`src/rtl/instr_encoder.sv`:
```
// instr_encoder: packs R/I/J instruction fields into a 32-bit word and queues it, tagged with a PC, in a 4-entry FIFO.
// Define ENC_CHECK_EN to reject R sets with nonzero opcode and J sets whose opcode is not 0x02/0x03.
module instr_encoder (
   input  logic        clk,
   input  logic        rst_n,
   input  logic        in_valid,
   output logic        in_ready,
   input  logic [1:0]  fmt,
   input  logic [5:0]  opcode,
   input  logic [4:0]  rs,
   input  logic [4:0]  rt,
   input  logic [4:0]  rd,
   input  logic [4:0]  shamt,
   input  logic [5:0]  funct,
   input  logic [15:0] imm,
   input  logic [25:0] address,
   output logic        out_valid,
   input  logic        out_ready,
   output logic [31:0] out_instr,
   output logic [31:0] out_pc,
   output logic [2:0]  count,
   output logic        err
);

   localparam logic [31:0] PC_RESET = 32'h0000_3000;

   // Handshake: a set moves on a rising edge where in_valid && in_ready; a word
   // leaves on a rising edge where out_valid && out_ready. in_ready and
   // out_valid come from registered occupancy only.
   logic [31:0] instr_mem_q [4];
   logic [31:0] instr_mem_d [4];
   logic [31:0] pc_mem_q    [4];
   logic [31:0] pc_mem_d    [4];
   logic [1:0]  wr_ptr_q, wr_ptr_d;
   logic [1:0]  rd_ptr_q, rd_ptr_d;
   logic [2:0]  count_q, count_d;
   logic [31:0] pc_q, pc_d;
   logic        err_q, err_d;

   logic [31:0] enc_word;
   logic        reject;
   logic        accept;
   logic        push;
   logic        pop;

   assign in_ready  = (count_q != 3'd4);
   assign out_valid = (count_q != 3'd0);
   assign accept    = in_valid & in_ready;
   assign push      = accept & ~reject;
   assign pop       = out_valid & out_ready;

   always_comb begin
      enc_word = 32'h0;
      case (fmt)
         2'b00:   enc_word = {opcode, rs, rt, rd, shamt, funct};
         2'b01:   enc_word = {opcode, rs, rt, imm};
         2'b10:   enc_word = {opcode, address};
         default: enc_word = 32'h0;
      endcase
   end

   always_comb begin
      reject = (fmt == 2'b11);
`ifdef ENC_CHECK_EN
      if ((fmt == 2'b00) && (opcode != 6'h00)) begin
         reject = 1'b1;
      end
      if ((fmt == 2'b10) && (opcode != 6'h02) && (opcode != 6'h03)) begin
         reject = 1'b1;
      end
`endif
   end

   always_comb begin
      instr_mem_d = instr_mem_q;
      pc_mem_d    = pc_mem_q;
      wr_ptr_d    = wr_ptr_q;
      rd_ptr_d    = rd_ptr_q;
      pc_d        = pc_q;
      count_d     = count_q;
      // A rejected set is still consumed; only the err pulse records it.
      err_d       = accept & reject;
      if (push) begin
         instr_mem_d[wr_ptr_q] = enc_word;
         pc_mem_d[wr_ptr_q]    = pc_q;
         wr_ptr_d              = wr_ptr_q + 2'd1;
         pc_d                  = pc_q + 32'd4;
      end
      if (pop) begin
         rd_ptr_d = rd_ptr_q + 2'd1;
      end
      case ({push, pop})
         2'b10:   count_d = count_q + 3'd1;
         2'b01:   count_d = count_q - 3'd1;
         default: count_d = count_q;
      endcase
   end

   always_ff @(posedge clk or negedge rst_n) begin
      if (!rst_n) begin
         for (int i = 0; i < 4; i++) begin
            instr_mem_q[i] <= 32'h0;
            pc_mem_q[i]    <= 32'h0;
         end
         wr_ptr_q <= 2'd0;
         rd_ptr_q <= 2'd0;
         count_q  <= 3'd0;
         pc_q     <= PC_RESET;
         err_q    <= 1'b0;
      end else begin
         instr_mem_q <= instr_mem_d;
         pc_mem_q    <= pc_mem_d;
         wr_ptr_q    <= wr_ptr_d;
         rd_ptr_q    <= rd_ptr_d;
         count_q     <= count_d;
         pc_q        <= pc_d;
         err_q       <= err_d;
      end
   end

   // Outputs read zero whenever the FIFO is empty so no stale head is visible.
   assign out_instr = out_valid ? instr_mem_q[rd_ptr_q] : 32'h0;
   assign out_pc    = out_valid ? pc_mem_q[rd_ptr_q]    : 32'h0;
   assign count     = count_q;
   assign err       = err_q;

endmodule
```
`config.mk`:
```
export PLATFORM = sky130hd
export DESIGN_NAME = instr_encoder
export DESIGN_NICKNAME = d
export VERILOG_FILES = /design/src/rtl/instr_encoder.sv
export SDC_FILE = /design/constraint.sdc
export NUM_CORES = 1
export LEC_CHECK = 0
export ABC_AREA = 0
export CORE_MARGIN = 4
export CORE_UTILIZATION = 48
export CTS_CLUSTER_DIAMETER = 200
export DETAILED_ROUTE_END_ITERATION = 12
export PLACE_DENSITY = 0.7
export SLEW_MARGIN = 20
export SYNTH_ARGS = -nofsm -noshare
export SYNTH_HDL_FRONTEND = slang
export SYNTH_SLANG_ARGS = --single-unit
export TNS_END_PERCENT = 100
```
`constraint.sdc`:
```
create_clock -name clk -period 3.33 [get_ports clk]
set_input_delay 0.333 -clock clk [delete_from_list [all_inputs] [get_ports clk]]
set_output_delay 0.333 -clock clk [all_outputs]
set_load 0.05 [all_outputs]
```
==> Yosys cells after proc, flatten, opt, wreduce, memory -nomap -nowiden <==
Index checks and enable logic that the tools add are counted.
{ "classes": {"n_eq_ne": 6, "n_reduce_logical": 4, "magnitude_cmp": 3, "addsub": 5, "mux": 14, "bitwise": 7} }
{ "op_table": {"columns": ["cell", "count"], "rows": [
  ["128-bit bitwise mux", 2],
  ["32-bit two-way mux", 7],
  ["32-bit binary-select mux with 2-bit select", 2],
  ["32-bit one-hot mux with 3 select lines", 1],
  ["32-bit demux with 2-bit select", 1],
  ["32-bit by 3-bit adder with 32-bit output, second input constant", 1],
  ["2-bit == test, second input constant", 3],
  ["3-bit greater-or-equal comparator, second input constant", 2],
  ["2-bit inverter with 3-bit output", 2],
  ["3-bit one-hot mux with 2 select lines", 1],
  ["2-bit by 1-bit adder with 2-bit output, second input constant", 2],
  ["1-bit bitwise AND", 4],
  ["2-bit by 1-bit == test with 1-bit output, second input constant", 2],
  ["3-bit by 1-bit adder with 3-bit output, second input constant", 1],
  ["3-bit by 1-bit less-than comparator with 1-bit output, second input constant", 1],
  ["3-bit inequality test, second input constant", 1],
  ["3-bit nonzero test", 1],
  ["3-bit by 1-bit subtractor with 3-bit output, second input constant", 1],
  ["2-bit logical NOT", 1],
  ["2-bit nonzero test", 1],
  ["1-bit logical AND", 1],
  ["1-bit inverter", 1]
]} }
{ "word_totals": {"word_cells": 52, "output_inout_bits": 70, "ff_bits": 296} }

==> Logic depth before layout (Yosys ltp) <==
Gate-level depths: netlist of the first run.
{ "logic_depth": {"word_depth": 6, "ltp_mapped": 11} }

==> Least setup slack after synthesis of the first run <==
No wires, ideal clock.
{ "synth_path": {"path_kind": "register -> register", "from": "register count_q[2] (netlist: count[2])", "to": "register count_q[2] (netlist: count[2])", "n_path_buf": 2, "period_less_slack_ns": 2.812, "stages_incl_launch_ff": 12, "setup_slack_ns": 0.518, "setup_time_ns": 0.082, "t_arrival_ns": 2.730, "required_ns": 3.248, "cell_sequence": "dfrtp_1 -> or3b_1 -> buf_2 -> and3_1 -> clkbuf_1 -> inv_2 -> ha_1 -> inv_1 -> fa_1 -> xor2_1 -> nor2_1 -> xor2_1"} }
{ "synth_between": {"elab_chain_cells": 5, "elab_cells_between_ends": 11, "cone_classes": "2 x add/sub; 3 x eq/ne; 1 x mux; 3 x bitwise; 2 x reduce/logical"} }
{ "synth_rtl": {"columns": ["element", "line", "rtl"], "rows": [
  ["from (decl)", "36", "logic [2:0] count_q, count_d;"],
  ["from (signal assigned)", "115", "count_q <= count_d;"],
  ["3-bit inequality test *", "46", "assign in_ready = (count_q != 3'd4);"],
  ["net in_ready", "7", "output logic in_ready,"],
  ["1-bit bitwise AND *", "48", "assign accept = in_valid & in_ready;"],
  ["1-bit bitwise AND *", "49", "assign push = accept & ~reject;"],
  ["2-bit by 1-bit == test with 1-bit output or 2-bit == test (tied branches)", "92", "case ({push, pop})"],
  ["3-bit one-hot mux with 2 select lines or 2-bit nonzero test (tied branches)", null, null]
]} }
Mark *: on every way through the listed nets, which the timed path passes. The rest lies on a longest branch.
A chain may end at the register's enable or synchronous reset.

==> Final worst setup path of the first run <==
{ "layout_path": {"from": "register rd_ptr_q[0]", "to": "output out_pc[3]"} }
{ "layout_between": {"elab_chain_cells": 5} }
{ "layout_rtl": {"columns": ["element", "line", "rtl"], "rows": [
  ["from (decl)", "35", "logic [1:0] rd_ptr_q, rd_ptr_d;"],
  ["from (signal assigned)", "114", "rd_ptr_q <= rd_ptr_d;"],
  ["2-bit inverter with 3-bit output (implied by the code)", "123", "assign out_pc = out_valid ? pc_mem_q[rd_ptr_q] : 32'h0;"],
  ["32-bit binary-select mux with 2-bit select", "123", null],
  ["32-bit two-way mux (implied by the code) (2 in series)", "123", null],
  ["32-bit two-way mux", "123", null],
  ["to (decl)", "20", "output logic [31:0] out_pc,"]
]} }
No other way between the ends. The select of a mux whose other input is x is not followed.

==> impl.org, run 1 <==
** Power
- In this run the static leakage power is 7.406 nW.
- The share of total power dissipated in the clock network is 0.241.
- Cell internal power was estimated by the tool at 0.009291 W.
- Power density normalized to cell area :: 914.3 mW/mm^2
- Logic pwr share :: 0.419
- Maximum vdd ir drop :: 0.7302 mV
- Of the total power, registers draw 0.340.
- Of the total power, the share spent switching nets is 0.3694.
- The analysis attributes to net switching a power of 0.005442 W.

** STA
- The hold violation total from the final report is 0.
- Headroom to the max-slew limit came out at 0.5790.
- At the pin with the least slew margin, the transition time is between 0.6 and 0.7 ns.
- Time the final worst path needs with I/O delays and setup :: between 3 and 4 ns
- Final worst path period share :: 0.9244
- Final setup fails :: 0
- Static timing analysis puts the maximum clock frequency at 0.3248 GHz.
- Setup repair after global routing left no endpoint under its margin.
- The final number of max-transition violations is 0.
- Clock skew :: 0.009734 ns
- In the final timing run, aggregate negative setup slack is 0 ns.

** Synth
- Number of storage elements in the synthesis netlist :: 286
- Area of the mapped netlist :: 0.01314 sq mm
- Synthesized-area fraction occupied by ao, oa, aoi and oai cells :: 0.05522
- Part of the Yosys area used for sequential elements :: 0.5448
- Of the total synthesized cell area, the portion taken by AND, OR, NAND and NOR gates is 0.1003.
- Of the total synthesized cell area, the portion taken by XOR and XNOR cells is 0.02333.
- Of the total synthesized cell area, the portion taken by full adders, half adders and majority gates is 0.007236.
- Post-synth top area cell :: dfrtp_1
- Proportion of synthesized area in mux cells :: 0.2375
- Of the post-synthesis cell area, the dominant cell type holds 0.5408.
- By area, the combinational part of the netlist is dominated by multiplexers.
- Dividing the synthesized area by the synthesized cell count gives 12.56 sq um.
- Counting every instance in the synthesized netlist gives 1,046.
- The Yosys step of the flow raised 0 warnings.
- Leading cell types by total area after synthesis :: dfrtp_1, mux2_2, mux4_2
- In this run, distinct cell masters in the synthesized netlist total 39.

** Detailed routing
- DRT Pass-1 Iters :: 4
- Detailed routing inserted a total of around 8,500 vias.
- In the final routed layout, each cell accounts on average for 18.82 um.
- The final layout contains routed wiring with a total length of 28.92 mm.
- After detailed routing, the number of remaining DRC violations is 0.
- After detailed routing, the number of vias per cell comes to approximately 5.5.
- Number of design-rule violations left by the first detailed-router iteration :: 544
- The detail route stage leaves a number of antenna-violating nets equal to 0.

** Worst setup path
- Maximum fanout encountered on the critical timing path :: 20
- In this run the register-to-register setup slack is approximately 0.80 ns.
- Among cell families on the critical path, the largest total delay comes from buffers and inverters.
- Critical path class :: flop to primary output
- Arrival time of the worst setup path :: 2.75 ns
- The worst register-to-register path begins at count[0]$_DFFE_PN0P_.
- Startpoint Class :: flop
- Walking the worst path, the cells encountered are buf_12, mux4_2, and2_1, clkdlybuf4s50_1.
- The largest individual stage delay along the critical path comes from the cell clkdlybuf4s50_1.
- The worst setup path is captured at a primary output.
- Total buffers and inverters traversed by the critical path :: 2
- Measured in cells, the most critical reg-to-reg path has a length of 9.
- Delay of the slowest cell on the worst path :: 0.70 ns
- The endpoint identified for the worst register-to-register timing path is count[2]$_DFFE_PN0P_.
- Required time of the critical path :: roughly 3.0 ns

** Clocking
- After clock tree synthesis, the clock-pin slew on the worst setup and hold paths is approximately 0.06 ns.
- Number of buffers created by CTS :: 30
- The clock passes through at most 3 buffers.
- TritonCTS built the clock tree.
- Clock H-tree levels :: 1
- The cell sitting at the root of the clock tree is a clkbuf_16.
- For this design, the sink count on the clock tree is 286.
- At the later pin of the worst-skew pair, clock insertion delay measures 0.54 ns.

** Flow run
- Max_cap viols :: 0

** Hold path
- The min-delay analysis places its worst path in the category primary input to async pin.

** Placed design
- After legalization and detailed placement, the total HPWL measured 18.79 mm.
- Count of buffers inserted at the top-level ports :: between 100 and 150
- At the end of routability-driven placement, the weighted congestion stood at 0.7355.

** Outcome
- The flow ran to the end, and the final reports show no timing, DRC or antenna violations.

** Finish
- Area Growth Syn to Fin :: 22.61%
- In the final layout, the share of cells above drive strength 1 is 0.2485.
- Utilization after layout :: 0.5979
- Layout Nets :: 1,258

** Floorplanning
- In this run the count of I/O pins placed on the die edge is 150.
- The region available for standard cell placement spans roughly 0.027 sq mm.
- Die X :: 173.5 um
- The floorplan step set the die height to 173.5 um.
- Die area :: ~0.030 sq mm
- Starting density of the core :: 0.4876
- Number of placement rows :: 60

** Global route
- Entering global routing, the biggest net connects 83 pins.
- The number of global-route vias before repair came to 8,994.
- Initial antenna violation count :: 1
- First-pass GRT wire length :: 48.67 mm
- For this run, the total global-route usage over all layers was measured as 0.1962.
- The total overflow left after global routing is 0.
## through the flow
stage	setup WS, ns	instances	area [sq um]	total power (W)	hold WS [ns]
finish	0.2516	1537	16110	0.01473	0.3678
global route	0.1542	1537	16110	0.01555	0.4306
CTS	0.03340	1533	16080	0.01488	0.3964
detailed placement	0.6472	1476	14990	0.01128	0.3782
global placement	0.6401	1476	14990	0.01117	0.3772
floorplan	0.5179	1047	13150	0.009269	0.03741
## registers in the layout, summed over array words and instances (netlist names)
name	cells
count	3
err	1
instr_mem_q	128
pc_mem_q	120
pc_q	30
rd_ptr_q	2
wr_ptr_q	2
## worst register-to-register path: stages (launching register included)
cell and delay, ns:
dfrtp_1 0.42, or3b_1 0.46, and3_1 0.32, inv_2 0.20, ha_1 0.21, inv_1 0.06, fa_1 0.37, xor2_1 0.15
nor2_1 0.12, xor2_1 0.15
## per-layer routing
layer	track usage	share of wire
met2	0.3363	0.51
met4	0.03758	0.018
met5	0	0
met1	0.2726	0.44
met3	0.02639	0.034
## synthesized netlist by cell type, drive strengths merged
cell type,instances
nor2,23
nand3,7
and4,1
conb,1
nand4,13
and2,64
ha,6
a22oi,11
mux2,138
nand2,129
a21o,1
and3,4
or4,2
xnor2,9
nor4,12
o21ai,113
clkbuf,44
or3,1
or3b,1
mux2i,17
a21oi,14
fa,1
buf,41
nor3,7
inv,10
dfrtp,284
xor2,26
mux4,62
or2,2
dfstp,2
## cells in the final DEF (no fill, tap or decap), types with 2 or more instances in the layout
cell type | netlist | layout
a21oi_1 | 14 | 14
a22oi_1 | 11 | 11
and2_1 | 64 | 64
and3_1 | 4 | 4
buf_12 | 0 | 9
buf_4 | 2 | 20
bufinv_16 | 0 | 4
clkbuf_1 | 43 | 3
clkbuf_16 | 0 | 31
clkbuf_8 | 0 | 10
clkdlybuf4s50_1 | 0 | 146
clkinv_2 | 0 | 7
conb_1 | 1 | 2
dfrtp_1 | 284 | 282
dfstp_2 | 2 | 2
ha_1 | 6 | 6
inv_1 | 9 | 9
mux2_2 | 138 | 138
mux2i_1 | 17 | 17
mux4_2 | 62 | 62
nand2_1 | 129 | 129
nand3_1 | 7 | 7
nand4_1 | 12 | 12
nor2_1 | 23 | 23
nor3_1 | 7 | 7
nor4_1 | 8 | 8
nor4_2 | 3 | 3
o21ai_0 | 113 | 113
or2_2 | 2 | 2
xnor2_1 | 9 | 9
xor2_1 | 26 | 26
## cell type report
cell class,instances,area [sq um]
diodes,1,2.502
clock buffers,44,924.6
clock inverters,12,162.7
fillers,2127,10840
inverters,10,37.54
multi-input cells,666,5578
flip-flops and latches,286,7164
well taps,341,426.7
repair buffers,177,1817
## timing repair
item,in CTS,in global routing
setup endpoints to repair,0,23
hold buffers,1,0
setup buffers,0,3
endpoints found under the hold margin,78,0
gates resized for setup,0,1
## cell families after synthesis
group                    after synthesis
AND/OR/NAND/NOR                      266
XOR/XNOR                              35
buffers and inverters                 95
other                                  1
adder cells (fa/ha/maj)                7
AO/OA/AOI/OAI                        139
multiplexers                         217
flip-flops                           286
## worst max-delay path by stage
stage | to | cells after the start | startpoint
floorplan | count[2]$_DFFE_PN0P_ | 11 | count[2]$_DFFE_PN0P_
global placement | out_pc[3] | 4 | rd_ptr_q[0]$_DFFE_PN0P_
detailed placement | out_pc[3] | 4 | rd_ptr_q[0]$_DFFE_PN0P_
CTS | out_pc[3] | 4 | rd_ptr_q[0]$_DFFE_PN0P_
global route | out_pc[20] | 4 | rd_ptr_q[0]$_DFFE_PN0P_
finish | out_pc[3] | 4 | rd_ptr_q[0]$_DFFE_PN0P_
## power by group through the flow
stage | Clock [W] | Combinational [W] | Sequential (W)
after CTS | 0.00363 | 0.00621 | 0.00504
after global routing | 0.00378 | 0.00667 | 0.00511
after floorplan | 0 | 0.00441 | 0.00486
after detailed placement | 0 | 0.00618 | 0.00509
final | 0.00355 | 0.00618 | 0.00500
after global placement | 0 | 0.00610 | 0.00506
(Power assumes the default switching activity.)
==> run 2, diff against run 1 <==
--- a/config.mk
+++ b/config.mk
@@ -10,7 +10,7 @@
 export CORE_UTILIZATION = 48
 export CTS_CLUSTER_DIAMETER = 200
 export DETAILED_ROUTE_END_ITERATION = 12
-export PLACE_DENSITY = 0.7
+export PLACE_DENSITY_LB_ADDON = 0.3
 export SLEW_MARGIN = 20
 export SYNTH_ARGS = -nofsm -noshare
 export SYNTH_HDL_FRONTEND = slang
==> run 2 against run 1 <==
Net effect:
- global-route usage up 0.26 points
- largest cell class unchanged
- clock power down 5%
- critical endpoint is now out_instr[1]
- worst setup slack worse by 0.073 ns
==> impl.org, run 2 (synthesis results as in run 1) <==
** Outcome
- Status :: completed (unchanged)

** Clocking
- The insertion delay to the later sink of the worst-skew pair was 0.55 ns (was 0.54 ns).
- The maximum root-to-sink buffer count was 3 (unchanged).
- The number of levels in the clock H-tree was 1 (unchanged).
- Total clock sinks :: 286 (unchanged)
- CTS tree :: yes (unchanged)
- The clock-pin slew reported for the worst setup and hold paths after clock tree synthesis is 0.06 ns (about the same).
- The library cell used as clock root buffer is clkbuf_16 (unchanged).
- Number of gates resized after cts :: 0 (unchanged)
- The number of buffers inserted during clock tree synthesis was 30 (unchanged).

** Detailed routing
- The number of vias per cell came to 5.521 (was 5.522).
- The post-detailed-route wirelength per cell was 19.27 um (was 18.82 um).
- The number of antenna-violating nets in the routed design was 0 (unchanged).
- DRT Pass-1 Iters :: 6 (was 4)
- The total wire length after detailed routing was 29.70 mm (was 28.92 mm).
- The vias after detailed routing came to 8,508 (was 8,487).
- The number of DRC violations after detailed-routing iteration 0 is 474 (was 544).
- Number of remaining DRC errors :: 0 (unchanged)

** Placed design
- The quantity of I/O buffers inserted on ports was 147 (unchanged).
- The routability congestion estimate is 0.7255 (was 0.7355).
- Area post-placement :: 0.01498 sq mm (was 0.01499 sq mm)
- DP HPWL :: 18.69 mm (was 18.79 mm)
- Post-place setup slack :: 0.4579 ns (was 0.6472 ns)

** Worst setup path
- Required time of the critical path :: 3.00 ns (about the same)
- Delay of the slowest cell on the worst path :: 0.69 ns (was 0.70 ns)
- Setup crit end kind :: primary output (unchanged)
- The highest fanout seen on the critical path was 18 (was 20).
- Startpoint Class :: flop (unchanged)
- Cell breakdown of the critical path: buf_12, mux4_2, and2_1, clkdlybuf4s50_1 (unchanged).
- Library cell contributing the largest single delay on the critical path :: clkdlybuf4s50_1 (unchanged)
- Critical path class :: flop to primary output (unchanged)
- The signal arrival time at the worst endpoint came to 2.82 ns (was 2.75 ns).

** Power
- Switching part of the total power :: 0.3753 (was 0.3694)
- The total power divided by cell area was 912.6 mW/mm^2 (was 914.3 mW/mm^2).
- The total net switching power is 0.005516 W (was 0.005442 W).
- The internal power contribution is 0.009181 W (was 0.009291 W).
- Standby leakage power :: 7.410 nW (was 7.406 nW)
- The overall power after layout is 0.01470 W (was 0.01473 W).
- The combinational share of power is 0.429 (was 0.419).
- Power share of the sequential group :: 0.342 (was 0.340)
- Clk pwr share :: 0.228 (was 0.241)
- The largest vdd supply drop is 0.7126 mV (was 0.7302 mV).

** STA
- The hold violation total from the final report came to 0 (unchanged).
- The portion of the clock cycle consumed by the worst path in the final layout was 0.9464 (was 0.9244).
- Final max-slew violation count :: 0 (unchanged)
- The fmax is 0.3173 GHz (was 0.3248 GHz).
- The number of failing setup endpoints in the final timing report came to 0 (unchanged).
- Unrepaired setup endpoints after global routing: no (unchanged).
- The final setup TNS came to 0 ns (unchanged).
- The post-route clock skew is 0.01615 ns (was 0.009734 ns).
- The relative slew slack came to 0.5290 (was 0.5790).
- The worst path setup slack after routing is 0.1787 ns (was 0.2516 ns).
- The minimum period implied by the final worst setup slack was 3.151 ns (was 3.078 ns).
- The slew of the pin with the lowest slew margin is 0.7066 ns (was 0.6315 ns).

** Finish
- Biggest regs :: instr_mem_q x128, pc_mem_q x120, pc_q x30 (unchanged)
- The end-of-flow core utilization came to 0.5975 (was 0.5979).
- The count of nets after finishing is 1,264 (was 1,258).
- The fraction of layout cells with a size suffix above 1 was 0.2483 (was 0.2485).
- Biggest register :: instr_mem_q (unchanged)
- The layout overhead on the synthesized area is 22.55% (was 22.61%).
- The number of filler cells placed in the layout is 2,154 (was 2,127).
- Post-route standard cell area excluding fillers :: 0.01610 sq mm (was 0.01611 sq mm)
- Flip-flop count of the largest register after layout :: 128 (unchanged)
- Antenna Cells :: 0 (was 1)
- Top library cells by usage in the layout, fill and taps aside :: dfrtp_1, clkdlybuf4s50_1, mux2_2 (unchanged)
- Most frequent standard cell in the layout excluding fill and tap cells :: dfrtp_1 (unchanged)

** Floorplanning
- Core Area :: 0.02695 sq mm (unchanged)
- Top-Level Pins :: 150 (unchanged)
- Die X :: 173.5 um (unchanged)
- Die area :: 0.03009 sq mm (unchanged)
- The starting density of the core came to 0.4876 (unchanged).
- Die height :: 173.5 um (unchanged)
- The number of rows created at floorplan came to 60 (unchanged).

** Global route
- Total routing usage reported by global routing :: 0.1988 (was 0.1962)
- The largest net degree at the start of global routing came to 93 (was 83).
- Initial antenna violation count :: 0 (was 1)
- The number of global-route vias before repair came to 9,080 (was 8,994).
- The overflow left after global routing is 0 (unchanged).
- The global-route wire length before repair is 49.13 mm (was 48.67 mm).

** Hold path
- The path category of the worst min-delay check is primary input to async pin (unchanged).

** Flow run
- The max-cap violation count is 0 (unchanged).
## run 2: path summary, 6_finish.rpt
kind | from | endpoint | slack [ns] | cells past startpoint
max in group asynchronous | rst_n | rd_ptr_q[0]$_DFFE_PN0P_ | 2.04 | 3
min in group clk | instr_mem_q[46]$_DFFE_PN0P_ | instr_mem_q[46]$_DFFE_PN0P_ | 0.48 | 2
min reg2reg | instr_mem_q[46]$_DFFE_PN0P_ | instr_mem_q[46]$_DFFE_PN0P_ | 0.48 | 2
min | rst_n | instr_mem_q[56]$_DFFE_PN0P_ | 0.38 | 2
max | rd_ptr_q[0]$_DFFE_PN0P_ | out_instr[1] | 0.18 | 4
max reg2reg | count[0]$_DFFE_PN0P_ | count[2]$_DFFE_PN0P_ | 0.72 | 9
## run 2: power by group through the flow
stage | clock, W | combinational [W] | sequential [W]
6_report | 0.00336 | 0.00631 | 0.00503
2_1_floorplan | 0 | 0.00441 | 0.00486
3_3_place_gp | 0 | 0.00608 | 0.00508
5_1_grt | 0.00358 | 0.00678 | 0.00514
3_5_place_dp | 0 | 0.00617 | 0.00513
4_1_cts | 0.00343 | 0.00628 | 0.00504
## run 2: per-stage QoR
stage	hold slack, ns	instances
2_1_floorplan	0.03741	1047
3_3_place_gp	0.4045	1473
3_5_place_dp	0.4008	1473
4_1_cts	0.4035	1530
5_1_grt	0.4434	1541
6_report	0.3771	1541
## run 2: worst max-delay path, delay by kind of cell (launching register included)
kind,cells,cell delay [ns]
buffers and inverters,2,0.93
flip-flops,1,0.61
multiplexers,1,0.54
AND/OR/NAND/NOR,1,0.18
## run 2: cell type report
type | instances | area (sq um) | area share
clock buffer | 46 | 912.1 | 0.05664
inverter | 10 | 37.54 | 0.002331
multi-input combinational | 666 | 5574 | 0.3461
clock inverter | 9 | 95.09 | 0.005905
tap | 341 | 426.7 | 0.02649
timing repair buffer | 183 | 1894 | 0.1176
sequential | 286 | 7164 | 0.4449
## run 2: what timing repair did
item,4_1_cts,5_1_grt
setup buffers,1,11
setup endpoints to repair,40,1
cloned,0,0
hold buffers,1,0
endpoints found under the hold margin,87,0
## run 2: layer usage
metal / vias to the layer above / global-route usage / wire [um]
li1: 3949 / - / -
met1: 4343 / 0.2712 / 13090
met2: 165 / 0.3363 / 14730
met3: 51 / 0.03272 / 1154
met4: 0 / 0.04988 / 723
met5: - / 0 / 0
